### src/rtl/st7789_pkg.sv
// -----------------------------------------------------------------------------
// st7789_pkg
// Shared constants and types for the ST7789 SPI receive path.
//   - Command opcodes that the decoder recognises.
//   - Decoder state enumeration.
// -----------------------------------------------------------------------------
package st7789_pkg;

    localparam logic [7:0] CMD_SWRESET = 8'h01;
    localparam logic [7:0] CMD_CASET   = 8'h2A;
    localparam logic [7:0] CMD_RASET   = 8'h2B;
    localparam logic [7:0] CMD_RAMWR   = 8'h2C;

    typedef enum logic [2:0] {
        ST_IDLE,
        ST_CASET,
        ST_RASET,
        ST_RAMWR,
        ST_OTHER
    } dec_state_t;

endpackage

### src/rtl/st7789_spi_deser.sv
// -----------------------------------------------------------------------------
// st7789_spi_deser
// Synchronises the SPI pins into the system clock domain, detects SCL rising
// edges and assembles MSB-first bytes.
//   i_clk, i_rst   : system clock, synchronous active-high reset
//   i_scl/i_sda    : SPI clock (idles high) and data
//   i_dc, i_resN   : data/command select, display reset (active low)
//   o_resN         : synchronised display reset
//   o_byteDone     : combinational strobe in the cycle the 8th edge is seen
//   o_byte/o_byteDc: byte and DC being completed by o_byteDone
//   o_rxValid/o_rxData/o_rxDc : registered byte report, one cycle later
// -----------------------------------------------------------------------------
module st7789_spi_deser #(
    parameter int SYNC_STAGES = 2
) (
    input  logic       i_clk,
    input  logic       i_rst,
    input  logic       i_scl,
    input  logic       i_sda,
    input  logic       i_dc,
    input  logic       i_resN,
    output logic       o_resN,
    output logic       o_byteDone,
    output logic [7:0] o_byte,
    output logic       o_byteDc,
    output logic       o_rxValid,
    output logic [7:0] o_rxData,
    output logic       o_rxDc
);

    // Pin bundle order {resN, dc, sda, scl}; idle value keeps SCL high and the
    // display out of reset so leaving rst_i never fakes an edge.
    localparam logic [3:0] SYNC_IDLE = 4'b1001;

    logic [3:0] w_pins;
    logic [3:0] w_synced;
    logic       w_scl;
    logic       w_sda;
    logic       w_dc;
    logic       w_rise;
    logic       r_sclPrev;
    logic [2:0] r_bitCnt;
    logic [6:0] r_shift;

    assign w_pins = {i_resN, i_dc, i_sda, i_scl};

    // All four pins share one synchroniser depth so DC and SDA stay aligned
    // with the SCL edge that samples them.
    generate
        if (SYNC_STAGES == 0) begin : g_direct
            assign w_synced = w_pins;
        end else begin : g_sync
            logic [3:0] r_sync [SYNC_STAGES];
            always_ff @(posedge i_clk) begin
                if (i_rst) begin
                    for (int i = 0; i < SYNC_STAGES; i++) begin
                        r_sync[i] <= SYNC_IDLE;
                    end
                end else begin
                    r_sync[0] <= w_pins;
                    for (int i = 1; i < SYNC_STAGES; i++) begin
                        r_sync[i] <= r_sync[i-1];
                    end
                end
            end
            assign w_synced = r_sync[SYNC_STAGES-1];
        end
    endgenerate

    assign w_scl  = w_synced[0];
    assign w_sda  = w_synced[1];
    assign w_dc   = w_synced[2];
    assign o_resN = w_synced[3];
    assign w_rise = w_scl & ~r_sclPrev;

    // A byte completes on the 8th rising edge unless display reset is active
    // in that same cycle.
    assign o_byteDone = w_rise && (r_bitCnt == 3'd7) && o_resN;
    assign o_byte     = {r_shift, w_sda};
    assign o_byteDc   = w_dc;

    // Shift register and bit counter; the counter wraps naturally after 8.
    always_ff @(posedge i_clk) begin
        if (i_rst) begin
            r_sclPrev <= 1'b1;
            r_bitCnt  <= 3'd0;
            r_shift   <= 7'd0;
            o_rxValid <= 1'b0;
            o_rxData  <= 8'd0;
            o_rxDc    <= 1'b0;
        end else begin
            r_sclPrev <= w_scl;
            o_rxValid <= 1'b0;
            if (!o_resN) begin
                r_bitCnt <= 3'd0;
            end else if (w_rise) begin
                r_shift  <= o_byte[6:0];
                r_bitCnt <= r_bitCnt + 3'd1;
                if (r_bitCnt == 3'd7) begin
                    o_rxValid <= 1'b1;
                    o_rxData  <= o_byte;
                    o_rxDc    <= w_dc;
                end
            end
        end
    end

endmodule

### src/rtl/st7789_spi_rx.sv
// -----------------------------------------------------------------------------
// st7789_spi_rx
// Receive side of the ST7789 4-wire SPI link. Decodes CASET/RASET/RAMWR and
// produces RGB565 pixel writes with {y,x} frame-buffer addresses.
//   clk_i, rst_i            : system clock, synchronous active-high reset
//   scl_i, sda_i, dc_i      : SPI clock/data and data/command select
//   res_ni                  : display reset, active low
//   rx_valid_o/data/dc      : per-byte report
//   pix_we_o/addr/data      : pixel write port, frame_o on last window pixel
//   last_cmd_o              : most recent command byte
// -----------------------------------------------------------------------------
module st7789_spi_rx
    import st7789_pkg::*;
#(
    parameter int SYNC_STAGES = 2,
    parameter int DEF_END     = 239
) (
    input  logic        clk_i,
    input  logic        rst_i,
    input  logic        scl_i,
    input  logic        sda_i,
    input  logic        dc_i,
    input  logic        res_ni,
    output logic        rx_valid_o,
    output logic [7:0]  rx_data_o,
    output logic        rx_dc_o,
    output logic        pix_we_o,
    output logic [15:0] pix_addr_o,
    output logic [15:0] pix_data_o,
    output logic        frame_o,
    output logic [7:0]  last_cmd_o
);

    localparam logic [7:0] DEF_END_B = 8'(DEF_END);

    logic       w_resN;
    logic       w_byteDone;
    logic [7:0] w_byte;
    logic       w_byteDc;

    dec_state_t r_state;
    dec_state_t w_nextState;
    logic [1:0] r_paramIdx;
    logic [7:0] r_xs;
    logic [7:0] r_xe;
    logic [7:0] r_ys;
    logic [7:0] r_ye;
    logic [7:0] r_x;
    logic [7:0] r_y;
    logic       r_hiValid;
    logic [7:0] r_hi;

    st7789_spi_deser #(
        .SYNC_STAGES (SYNC_STAGES)
    ) u_deser (
        .i_clk      (clk_i),
        .i_rst      (rst_i),
        .i_scl      (scl_i),
        .i_sda      (sda_i),
        .i_dc       (dc_i),
        .i_resN     (res_ni),
        .o_resN     (w_resN),
        .o_byteDone (w_byteDone),
        .o_byte     (w_byte),
        .o_byteDc   (w_byteDc),
        .o_rxValid  (rx_valid_o),
        .o_rxData   (rx_data_o),
        .o_rxDc     (rx_dc_o)
    );

    // last_cmd_o is taken from the unregistered byte so it lands in the same
    // cycle as rx_valid_o.
    always_ff @(posedge clk_i) begin
        if (rst_i || !w_resN) begin
            last_cmd_o <= 8'd0;
        end else if (w_byteDone && !w_byteDc) begin
            last_cmd_o <= w_byte;
        end
    end

    // Decoder state register.
    always_ff @(posedge clk_i) begin
        if (rst_i || !w_resN) begin
            r_state <= ST_IDLE;
        end else begin
            r_state <= w_nextState;
        end
    end

    // Next state: any command restarts decoding; window commands fall back to
    // IDLE once their fourth parameter is consumed.
    always_comb begin
        w_nextState = r_state;
        if (rx_valid_o) begin
            if (!rx_dc_o) begin
                case (rx_data_o)
                    CMD_CASET: w_nextState = ST_CASET;
                    CMD_RASET: w_nextState = ST_RASET;
                    CMD_RAMWR: w_nextState = ST_RAMWR;
                    default:   w_nextState = ST_OTHER;
                endcase
            end else if ((r_state == ST_CASET || r_state == ST_RASET)
                         && r_paramIdx == 2'd3) begin
                w_nextState = ST_IDLE;
            end
        end
    end

    // Window, cursor and pixel assembly. The decoder works on the registered
    // byte report, which places pixel writes one cycle after rx_valid_o.
    always_ff @(posedge clk_i) begin
        if (rst_i) begin
            r_paramIdx <= 2'd0;
            r_xs       <= 8'd0;
            r_xe       <= DEF_END_B;
            r_ys       <= 8'd0;
            r_ye       <= DEF_END_B;
            r_x        <= 8'd0;
            r_y        <= 8'd0;
            r_hiValid  <= 1'b0;
            r_hi       <= 8'd0;
            pix_we_o   <= 1'b0;
            pix_addr_o <= 16'd0;
            pix_data_o <= 16'd0;
            frame_o    <= 1'b0;
        end else begin
            pix_we_o <= 1'b0;
            frame_o  <= 1'b0;
            if (!w_resN) begin
                r_paramIdx <= 2'd0;
                r_xs       <= 8'd0;
                r_xe       <= DEF_END_B;
                r_ys       <= 8'd0;
                r_ye       <= DEF_END_B;
                r_x        <= 8'd0;
                r_y        <= 8'd0;
                r_hiValid  <= 1'b0;
                r_hi       <= 8'd0;
            end else if (rx_valid_o) begin
                if (!rx_dc_o) begin
                    // A command drops any half-received pixel.
                    r_paramIdx <= 2'd0;
                    r_hiValid  <= 1'b0;
                    if (rx_data_o == CMD_SWRESET) begin
                        r_xs <= 8'd0;
                        r_xe <= DEF_END_B;
                        r_ys <= 8'd0;
                        r_ye <= DEF_END_B;
                    end
                    if (rx_data_o == CMD_RAMWR) begin
                        r_x <= r_xs;
                        r_y <= r_ys;
                    end
                end else begin
                    case (r_state)
                        ST_CASET: begin
                            r_paramIdx <= r_paramIdx + 2'd1;
                            if (r_paramIdx == 2'd1) r_xs <= rx_data_o;
                            if (r_paramIdx == 2'd3) r_xe <= rx_data_o;
                        end
                        ST_RASET: begin
                            r_paramIdx <= r_paramIdx + 2'd1;
                            if (r_paramIdx == 2'd1) r_ys <= rx_data_o;
                            if (r_paramIdx == 2'd3) r_ye <= rx_data_o;
                        end
                        ST_RAMWR: begin
                            if (!r_hiValid) begin
                                r_hi      <= rx_data_o;
                                r_hiValid <= 1'b1;
                            end else begin
                                r_hiValid  <= 1'b0;
                                pix_we_o   <= 1'b1;
                                pix_addr_o <= {r_y, r_x};
                                pix_data_o <= {r_hi, rx_data_o};
                                frame_o    <= (r_x == r_xe) && (r_y == r_ye);
                                // 8-bit increments give the modulo-256 walk
                                // needed for inverted windows.
                                if (r_x == r_xe) begin
                                    r_x <= r_xs;
                                    if (r_y == r_ye) begin
                                        r_y <= r_ys;
                                    end else begin
                                        r_y <= r_y + 8'd1;
                                    end
                                end else begin
                                    r_x <= r_x + 8'd1;
                                end
                            end
                        end
                        default: begin
                        end
                    endcase
                end
            end
        end
    end

endmodule
### config.mk
export PLATFORM = sky130hd
export DESIGN_NAME = st7789_spi_rx
export DESIGN_NICKNAME = d
export VERILOG_FILES = /design/src/rtl/st7789_pkg.sv /design/src/rtl/st7789_spi_deser.sv /design/src/rtl/st7789_spi_rx.sv
export SDC_FILE = /design/constraint.sdc
export NUM_CORES = 1
export LEC_CHECK = 0
export ABC_AREA = 0
export CAP_MARGIN = 15
export CELL_PAD_IN_SITES_DETAIL_PLACEMENT = 1
export CELL_PAD_IN_SITES_GLOBAL_PLACEMENT = 1
export CORE_ASPECT_RATIO = 1.4
export CORE_UTILIZATION = 39
export DETAILED_ROUTE_END_ITERATION = 16
export PLACE_DENSITY = 0.86
export SYNTH_ARGS = -nofsm -noshare
export SYNTH_HDL_FRONTEND = slang
export SYNTH_SLANG_ARGS = --single-unit
### constraint.sdc
create_clock -name clk_i -period 1.79 [get_ports clk_i]
set_input_delay 0.179 -clock clk_i [delete_from_list [all_inputs] [get_ports clk_i]]
set_output_delay 0.179 -clock clk_i [all_outputs]
set_load 0.02 [all_outputs]
==> run_results.csv <==
group,metric,value,unit
outcome,status,"finished, violations left",
outcome,violations,"negative setup slack",
worst_setup_path,cp_slowest_stage_delay,0.52,ns
layout,stdcell_count,957,
power,p_leak,2.81,nW
power,ir_drop,0.642,mV
global_route,grt_pass1_vias,6061,
timing,fin_crit,2.03,ns
worst_setup_path,path_delay_family,"simple AND/OR/NAND/NOR gates",
worst_setup_path,slowest_stage,"or4_4",
die,chipWidth,104,um
global_route,grt_pass1_wl,33000,um
timing,worst_pin_slew,0.475,ns
die,die_area,15000,um2
synth,yosys_warnings,0,
synth,synth_area,5660,um2
clock_tree,clk_latency,0.42,ns
synth,synth_fp_nets,670,
routing,vias,5497,
clock_tree,root_buffer,"clkbuf_16",
timing,holdWs,0.255,ns
worst_setup_path,critPathMaxFanout,2,
flow_run,drv_cap,0,
routing,drt.antenna.violating_nets,0,
timing,max_slew_margin,68.3,%
layout,n_fill_cell,1615,
routing,drt_wl_total,21600,um
worst_setup_path,cp.arrival,2.37,ns
global_route,antenna_found_initial,0,
power,swShare,22.9,%
power,p_seq_share,45.0,%
routing,dr.pass1.iters,5,
layout,layout-drive-gt1-share,22.5,%
power,p_total,0.00662,W
worst_setup_path,crit_path_start_kind,"flop",
clock_tree,cts_num_sinks,133,
timing,rsz0062_at_grt,"yes",
layout,diodes,0,
placement,post-dp-hpwl,13100,um
clock_tree,htreeDepth,4,
power,combPwrFrac,1.6,%
layout,final_cell_mix,"nand2_1 (135), dfxtp_1 (124), a21oi_1 (63)",
power,clock_power_share,53.4,%
timing,fin_crit_sh,114,%
timing,setup_violations,14,
power,switchingPower,0.00151,W
clock_tree,cts_hold_buf,0,
worst_setup_path,path_buf_inv,1,
timing,finalMaxSlewViolations,0,
layout,syn_to_final_growth,36.1,%
timing,finalClockSkew,0.00792,ns
worst_setup_path,worstPathCellList,"xor2_1 > nor4_2 > buf_4 > a21bo_2 > or4_4 > a31oi_1",
worst_setup_path,critPathRequiredTime,2.13,ns
placement,gp_congestion,0.839,
placement,portBuffers,57,
global_route,overflow,0,
placement,placedCellCount,924,
timing,tns,-1.22,ns
routing,drt_iter0_drc,322,
global_route,grt.total_usage,28.9,%
worst_setup_path,endpoint_kind,"flop",
die,start_util,40.3,%
synth,syn_avg_cell_area,8.60,um2
global_route,grt_max_degree,54,
clock_tree,numCtsBuffers,17,
die,rows,51,
worst_setup_path,critical_path_class,"flop to flop",
clock_tree,clk_path_buf_depth,2,
routing,wl_per_cell,22.5,um
power,internal_power,0.00511,W
layout,final_nets,772,
die,ios,58,
die,die_h,145,um
hold_path,hold_class,"primary input to flop",
layout,final_common_cell,"nand2_1",
timing,setup_slack,-0.242,ns
synth,seq_area_frac_synth,47.1,%
die,coreArea,14000,um2
clock_tree,cts_tree,"yes",
synth,syn_inst,658,
synth,synth_seq_cells,133,
clock_tree,clk_pin_slew,0.06,ns
routing,drcViolationCount,0,
power,cellPowerDensity,860,nW/um2
routing,viasPerCell,5.74,
synth,netlist-cell-type-count,55,
timing,hold_violations,0,
timing,fmax,492,MHz
what timing repair did:
action,in CTS,in global routing
buffers inserted,2,0
gates resized for setup,30,33
pin swaps,7,5
endpoints found under the setup margin,65,62
endpoints found under the hold margin,0,0
per-stage QoR:
stage          area [um2]  utilization, %  setup WS (ns)
6_report             7700            54.8         -0.242
5_1_grt              7700            54.8         -0.217
4_1_cts              7580            54.0        -0.0792
3_5_place_dp         6870            49.0         -0.248
3_3_place_gp         6870            49.0         -0.109
2_1_floorplan        5690               -        -0.0843
final timing paths:
path	endpoint	cells past startpoint	start	slack, ns
hold / removal	u_deser.o_rxData[6]$_SDFFE_PP0P_	3	rst_i	0.26
hold reg to reg	u_deser.g_sync.r_sync[0][7]$_SDFF_PP1_	1	u_deser.g_sync.r_sync[0][3]$_SDFF_PP1_	0.41
setup / recovery	r_y[0]$_SDFFE_PP0P_	6	r_y[5]$_SDFFE_PP0P_	-0.24
setup reg to reg	r_y[0]$_SDFFE_PP0P_	6	r_y[5]$_SDFFE_PP0P_	-0.24
metal layers:
metal,global-route usage [%],vias to the layer above,share of wire (%)
li1,-,2447,-
met1,28.9,2751,36
met2,55.2,210,54
met3,5.32,89,4.3
met4,18.5,0,5.6
met5,0,-,0
power by group through the flow:
stage,clock network (W),registers [W],logic (W)
6_report,0.00354,0.00298,0.000108
5_1_grt,0.00368,0.00298,0.000116
4_1_cts,0.00355,0.00298,0.000106
3_5_place_dp,0,0.00304,0.000102
3_3_place_gp,0,0.00304,0.0000973
2_1_floorplan,0,0.00304,0.0000630
state kept, by name, indices dropped and copies added (netlist names), 2 cells and up:
signal                 count
u_deser.g_sync.r_sync      8
r_xe                       8
r_paramIdx                 2
r_hi                       8
last_cmd_o                 8
r_xs                       8
pix_data_o                16
r_y                        8
u_deser.r_bitCnt           3
u_deser.r_shift            7
r_ye                       8
r_x                        8
r_ys                       8
u_deser.o_rxData           8
r_state                    3
pix_addr_o                16
Yosys cell counts, drive strengths merged:
master | instances | area (um2)
nand2 | 135 | 507
dfxtp | 133 | 2660
a21oi | 63 | 315
nor2 | 44 | 168
mux2i | 34 | 340
clkbuf | 32 | 121
o21ai | 20 | 104
or2 | 17 | 106
nand3 | 16 | 80.1
xor2 | 16 | 140
nor2b | 15 | 93.8
buf | 13 | 62.6
and2 | 10 | 62.6
a211oi | 8 | 72.6
and3 | 8 | 50.1
nor4b | 8 | 104
a21o | 7 | 52.6
o211ai | 7 | 52.6
ha | 6 | 75.1
o22ai | 6 | 37.5
inv | 5 | 18.8
nand2b | 5 | 31.3
o2bb2ai | 5 | 43.8
o31a | 5 | 43.8
nand4b | 4 | 35.0
nor3 | 4 | 20.0
nor4 | 4 | 31.3
a22oi | 3 | 22.5
nand3b | 3 | 22.5
xnor2 | 3 | 26.3
a21boi | 2 | 15.0
a31oi | 2 | 12.5
nand4 | 2 | 12.5
nor3b | 2 | 15.0
or3 | 2 | 17.5
a21bo | 1 | 10.0
a221oi | 1 | 8.76
and4b | 1 | 10.0
mux2 | 1 | 11.3
o21bai | 1 | 7.51
o311a | 1 | 10.0
o31ai | 1 | 7.51
o32ai | 1 | 8.76
or4 | 1 | 7.51
cell families (layout without fill, tap and decap cells):
group	after synthesis	count (layout)	synth area share, %
AO/OA/AOI/OAI	134	134	14.6
XOR/XNOR	19	19	2.94
adder cells (fa/ha/maj)	6	6	1.33
buffers and inverters	50	164	3.58
flip-flops	133	133	47.1
multiplexers	35	35	6.22
AND/OR/NAND/NOR	281	281	24.3
tightest hold or removal path, delay by kind of cell:
kind	cells	cell delay (ns)
compound gates	1	0.07
buf+inv	2	0.38
layout make-up:
cell class | count | area (um2) | area share, %
Clock buffer | 19 | 443 | 5.75
Clock inverter | 12 | 143 | 1.85
Inverter | 5 | 18.8 | 0.244
Multi-Input combinational cell | 475 | 3000 | 39.0
Sequential cell | 133 | 2680 | 34.8
Tap cell | 185 | 231 | 3.01
Timing Repair Buffer | 128 | 1190 | 15.4
No activity file was read; power rests on OpenSTA's default activity.
